## src/rtl/register_write_demux_16.sv

```systemverilog
// register_write_demux_16
// Write side of the 16 x 32-bit register file. A write request is captured
// into a one-entry hold stage, then committed into the addressed register on
// the next edge unless the control unit asserts freeze. The 16 register
// contents are exported directly as q0..q15 for the read multiplexer.
//
// Optional feature macro: REG0_ZERO_EN
//   defined   : register 0 reads as constant zero; writes to it still
//               handshake, pulse write_done and bump write_count.
//   undefined : register 0 is an ordinary writable register.
module register_write_demux_16 (
  input  logic        clk,
  input  logic        reset_n,
  input  logic        wr_valid,
  output logic        wr_ready,
  input  logic [3:0]  wr_addr,
  input  logic [31:0] wr_data,
  input  logic        freeze,
  output logic [31:0] q0,
  output logic [31:0] q1,
  output logic [31:0] q2,
  output logic [31:0] q3,
  output logic [31:0] q4,
  output logic [31:0] q5,
  output logic [31:0] q6,
  output logic [31:0] q7,
  output logic [31:0] q8,
  output logic [31:0] q9,
  output logic [31:0] q10,
  output logic [31:0] q11,
  output logic [31:0] q12,
  output logic [31:0] q13,
  output logic [31:0] q14,
  output logic [31:0] q15,
  output logic        pend_valid,
  output logic [3:0]  pend_addr,
  output logic        write_done,
  output logic [7:0]  write_count
);

  localparam int DATA_W = 32;
  localparam int NREGS  = 16;

  logic [DATA_W-1:0] hold_data_p0;
  logic [DATA_W-1:0] regs_p1 [NREGS];
  logic              capture;
  logic              commit;
  logic [NREGS-1:0]  wr_en;

  // One-hot 4-to-16 decode, all zeros when not enabled.
  function automatic logic [NREGS-1:0] decode_4to16(input logic [3:0] addr,
                                                    input logic       en);
    logic [NREGS-1:0] onehot;
    onehot = '0;
    if (en) onehot[addr] = 1'b1;
    return onehot;
  endfunction

  // Handshake and commit qualifiers; ready never depends on wr_valid.
  always_comb begin
    wr_ready = !pend_valid || !freeze;
    capture  = wr_valid && wr_ready;
    commit   = pend_valid && !freeze;
`ifdef REG0_ZERO_EN
    wr_en    = decode_4to16(pend_addr, commit) & ~{{(NREGS-1){1'b0}}, 1'b1};
`else
    wr_en    = decode_4to16(pend_addr, commit);
`endif
  end

  // ---- Stage p0: capture request into the hold register ----
  // Hold stage: loads on capture, empties on a commit with nothing new behind it.
  always_ff @(posedge clk or negedge reset_n) begin
    if (!reset_n) begin
      pend_valid   <= 1'b0;
      pend_addr    <= 4'd0;
      hold_data_p0 <= '0;
    end else begin
      if (capture) begin
        pend_valid   <= 1'b1;
        pend_addr    <= wr_addr;
        hold_data_p0 <= wr_data;
      end else if (commit) begin
        pend_valid   <= 1'b0;
      end
    end
  end

  // ---- Stage p1: commit held data into the addressed register ----
  // Register file: only the decoded register loads; the rest hold their value.
  always_ff @(posedge clk or negedge reset_n) begin
    if (!reset_n) begin
      for (int i = 0; i < NREGS; i++) regs_p1[i] <= '0;
    end else begin
      for (int i = 0; i < NREGS; i++) begin
        if (wr_en[i]) regs_p1[i] <= hold_data_p0;
      end
    end
  end

  // Commit status: done pulse follows each commit edge; counter wraps at 256.
  always_ff @(posedge clk or negedge reset_n) begin
    if (!reset_n) begin
      write_done  <= 1'b0;
      write_count <= 8'd0;
    end else begin
      write_done <= commit;
      if (commit) write_count <= write_count + 8'd1;
    end
  end

  assign q0  = regs_p1[0];
  assign q1  = regs_p1[1];
  assign q2  = regs_p1[2];
  assign q3  = regs_p1[3];
  assign q4  = regs_p1[4];
  assign q5  = regs_p1[5];
  assign q6  = regs_p1[6];
  assign q7  = regs_p1[7];
  assign q8  = regs_p1[8];
  assign q9  = regs_p1[9];
  assign q10 = regs_p1[10];
  assign q11 = regs_p1[11];
  assign q12 = regs_p1[12];
  assign q13 = regs_p1[13];
  assign q14 = regs_p1[14];
  assign q15 = regs_p1[15];

endmodule

```

## config.mk

```make
export PLATFORM = sky130hd
export DESIGN_NAME = register_write_demux_16
export DESIGN_NICKNAME = d
export VERILOG_FILES = /design/src/rtl/register_write_demux_16.sv
export SDC_FILE = /design/constraint.sdc
export NUM_CORES = 1
export LEC_CHECK = 0
export BUFFER_PORTS_ARGS = -buffer_cell sky130_fd_sc_hd__buf_4
export CORE_AREA = 2 2 222 224
export DETAILED_ROUTE_END_ITERATION = 10
export DIE_AREA = 0 0 224 226
export PLACE_DENSITY = 0.8
export SKIP_LAST_GASP = 1
export SYNTH_ARGS = -nofsm -noshare
export SYNTH_HDL_FRONTEND = slang
export SYNTH_SLANG_ARGS = --single-unit
```

## constraint.sdc

```tcl
create_clock -name clk -period 2.6 [get_ports clk]
set_input_delay 0.65 -clock clk [delete_from_list [all_inputs] [get_ports clk]]
set_output_delay 0.65 -clock clk [all_outputs]
set_load 0.02 [all_outputs]
```

==> out/results.ini <==
[power]
p_comb_share_pct=41.8
total_power_mw=40.4
p_switching_mw=15.0
powerDensity_mw_per_mm2=1430
leakagePower_nw=14.0
seqPwrFrac_pct=38.4
p_clk_share_pct=19.8
p_int_mw=25.4
ir_drop_v=0.000870
swShare_pct=37.1

[timing]
tightest_slew_ns=0.983
fin_setup_tns_ns=0
maxSlewHeadroom_pct=34.5
setup_viol=0
rsz0062_at_grt=false
period_minus_slack_ns=2.15
final_max_slew_viol_count=0
clock_skew_ns=0.0132
hold_violations=0
period_share_pct=82.7
fmax_mhz=465

[routing]
drt_iter0_drc=573
viasPerCell=5.30
wl_per_cell_um=25.1
drc_errors=0
drt-total-wl_um=62400
drt_pass1_iterations=4
vias=13200
drt.antenna.violating_nets=0

[layout]
n_fill_cell=3696
drive_gt1_share_pct=67.6
layout.nets=1861
layout_commonest_cell=buf_4
area_delta_synth_final_pct=32.2
final_area_mm2=0.0283
layout_common_cells=589 x buf_4, 558 x dfrtp_1, 450 x mux2_2, 90 x mux2_4, 57 x clkbuf_16
seqCellArea_mm2=0.0140
multi_input_comb_area_mm2=0.00688

[setup_path]
reg2reg_setup_slack_ns=0.52
rr_worst_depth=4
path_max_fanout=9
critical_path_class=reg2out
r2r-start=pend_addr[2]$_DFFE_PN0P_
cp-start-kind=flop
worst_r2r_endpoint=q7[9]$_DFFE_PN0P_
crit_arrival_ns=1.50
crit_required_ns=1.95
cp-end-kind=primary output

[clock_network]
cts_buffer_depth=3
cts_hold_buffers=1
cts_resized=0
htree_levels=2
numCtsBuffers=56
path_clk_slew_ns=0.06
cts_tree=yes
cts-root-buf=clkbuf_16
cts_sinks=558
post_cts_buffers=0
clk_latency_ns=0.60

[place]
postPlaceCellArea_mm2=0.0264
hpwlAfterDp_um=42700
port_buffers=566
gp_congestion=0.804

[min_path]
min-delay-start=wr_valid
hold_path_class=in2reg
min_to=pend_valid$_DFFE_PN0P_
hold_depth=2

[synth]
synth-seq-area-share_pct=65.3
synth_area_mm2=0.0214
synth.distinct_cells=27
synth_top_flop_cell=dfrtp_1
syn-num-nets=1283
yosysWarnings=0
postSynthCellCount=1242
asyncSetResetFlopFracSynth_pct=100
synth_area_per_cell_um2=17.2
yosys_register_bits=558
synth_edf_count=0

[floorplanning]
start_util_pct=44.2
die_x_um=224
core_mm2=0.0483
die_area_mm2=0.0506
num_rows=81
ioPinCount=567
die_h_um=226

[grt]
grt_first_pass_wirelength_um=91200
grt_max_degree=80
antenna_found_initial=3
grt.total_usage_pct=24.2
grt-ovfl-total=0
first_global_vias=13900

[run_status]
status=complete, no violations

[flow_run]
drv_cap=0

## layout make-up
| cell class | count | share of cell area (%) |
|---|---|---|
| repair buffers | 610 | 17.1 |
| flip-flops and latches | 558 | 49.4 |
| clock buffers | 76 | 5.54 |
| well taps | 622 | 2.75 |
| diodes | 4 | 0.0354 |
| clock inverters | 25 | 0.894 |
| multi-input cells | 593 | 24.3 |
| inverters | 1 | 0.0133 |
## worst max-delay path, cell delays in order (launching register included)
cell     delay [ns]
dfrtp_1        0.57
nand2_1        0.15
buf_4          0.19
## synth_stat cells (2+ instances only)
cell type | instances | area [um2]
buf_12 | 9 | 180
and2b_1 | 2 | 15.0
mux2_1 | 9 | 101
nand4_1 | 3 | 18.8
and3_1 | 3 | 18.8
buf_6 | 6 | 67.6
dfrtp_1 | 558 | 14000
and4bb_2 | 2 | 25.0
buf_2 | 43 | 215
nor2_1 | 3 | 11.3
nor2b_1 | 3 | 18.8
mux2_2 | 450 | 5070
nand2_1 | 12 | 45.0
clkbuf_1 | 32 | 120
xnor2_1 | 6 | 52.6
mux2_4 | 90 | 1350
## power groups by stage
stage               clock, mW  combinational (mW)  sequential [mW]
floorplan                   0                4.13             19.6
global placement            0                16.6             15.3
detailed placement          0                16.9             15.6
CTS                      8.11                17.0             15.5
global route             8.46                17.5             16.0
finish                   8.00                16.9             15.5
## through the flow
stage / util [%] / setup slack (ns) / instances / hold WS, ns
after global routing: 58.5 / 0.374 / 2486 / 0.253
after floorplan: - / 0.728 / 1242 / 0.354
final: 58.5 / 0.451 / 2489 / 0.260
after detailed placement: 54.7 / 0.307 / 2383 / 0.473
after global placement: 54.7 / 0.320 / 2383 / 0.464
after CTS: 58.5 / 0.416 / 2485 / 0.228
## cell families after synthesis
family        share of synthesized area [%]
xor+xnor                              0.287
fa+ha+maj                            0.0585
buf+inv                                2.74
flops                                  65.3
mux                                    30.5
simple gates                           1.15
## how the worst max path moves through the flow
stage | to | start | slack (ns) | depth (start not counted)
3_5_place_dp | q3[11]$_DFFE_PN0P_ | freeze | 0.31 | 5
3_3_place_gp | q3[16]$_DFFE_PN0P_ | freeze | 0.32 | 5
2_1_floorplan | q12[11]$_DFFE_PN0P_ | freeze | 0.73 | 5
4_1_cts | wr_ready | pend_valid$_DFFE_PN0P_ | 0.42 | 2
6_report | wr_ready | pend_valid$_DFFE_PN0P_ | 0.45 | 2
5_1_grt | wr_ready | pend_valid$_DFFE_PN0P_ | 0.37 | 2
## metal layers
layer / track usage, % / part of all wire, % / up-vias
li1: - / - / 5524
met1: 30.4 / 40 / 7078
met2: 40.6 / 50 / 461
met3: 5.44 / 5.7 / 138
met4: 10.2 / 4.1 / 0
met5: 0 / 0 / -
Power figures use the tool's default switching activity.
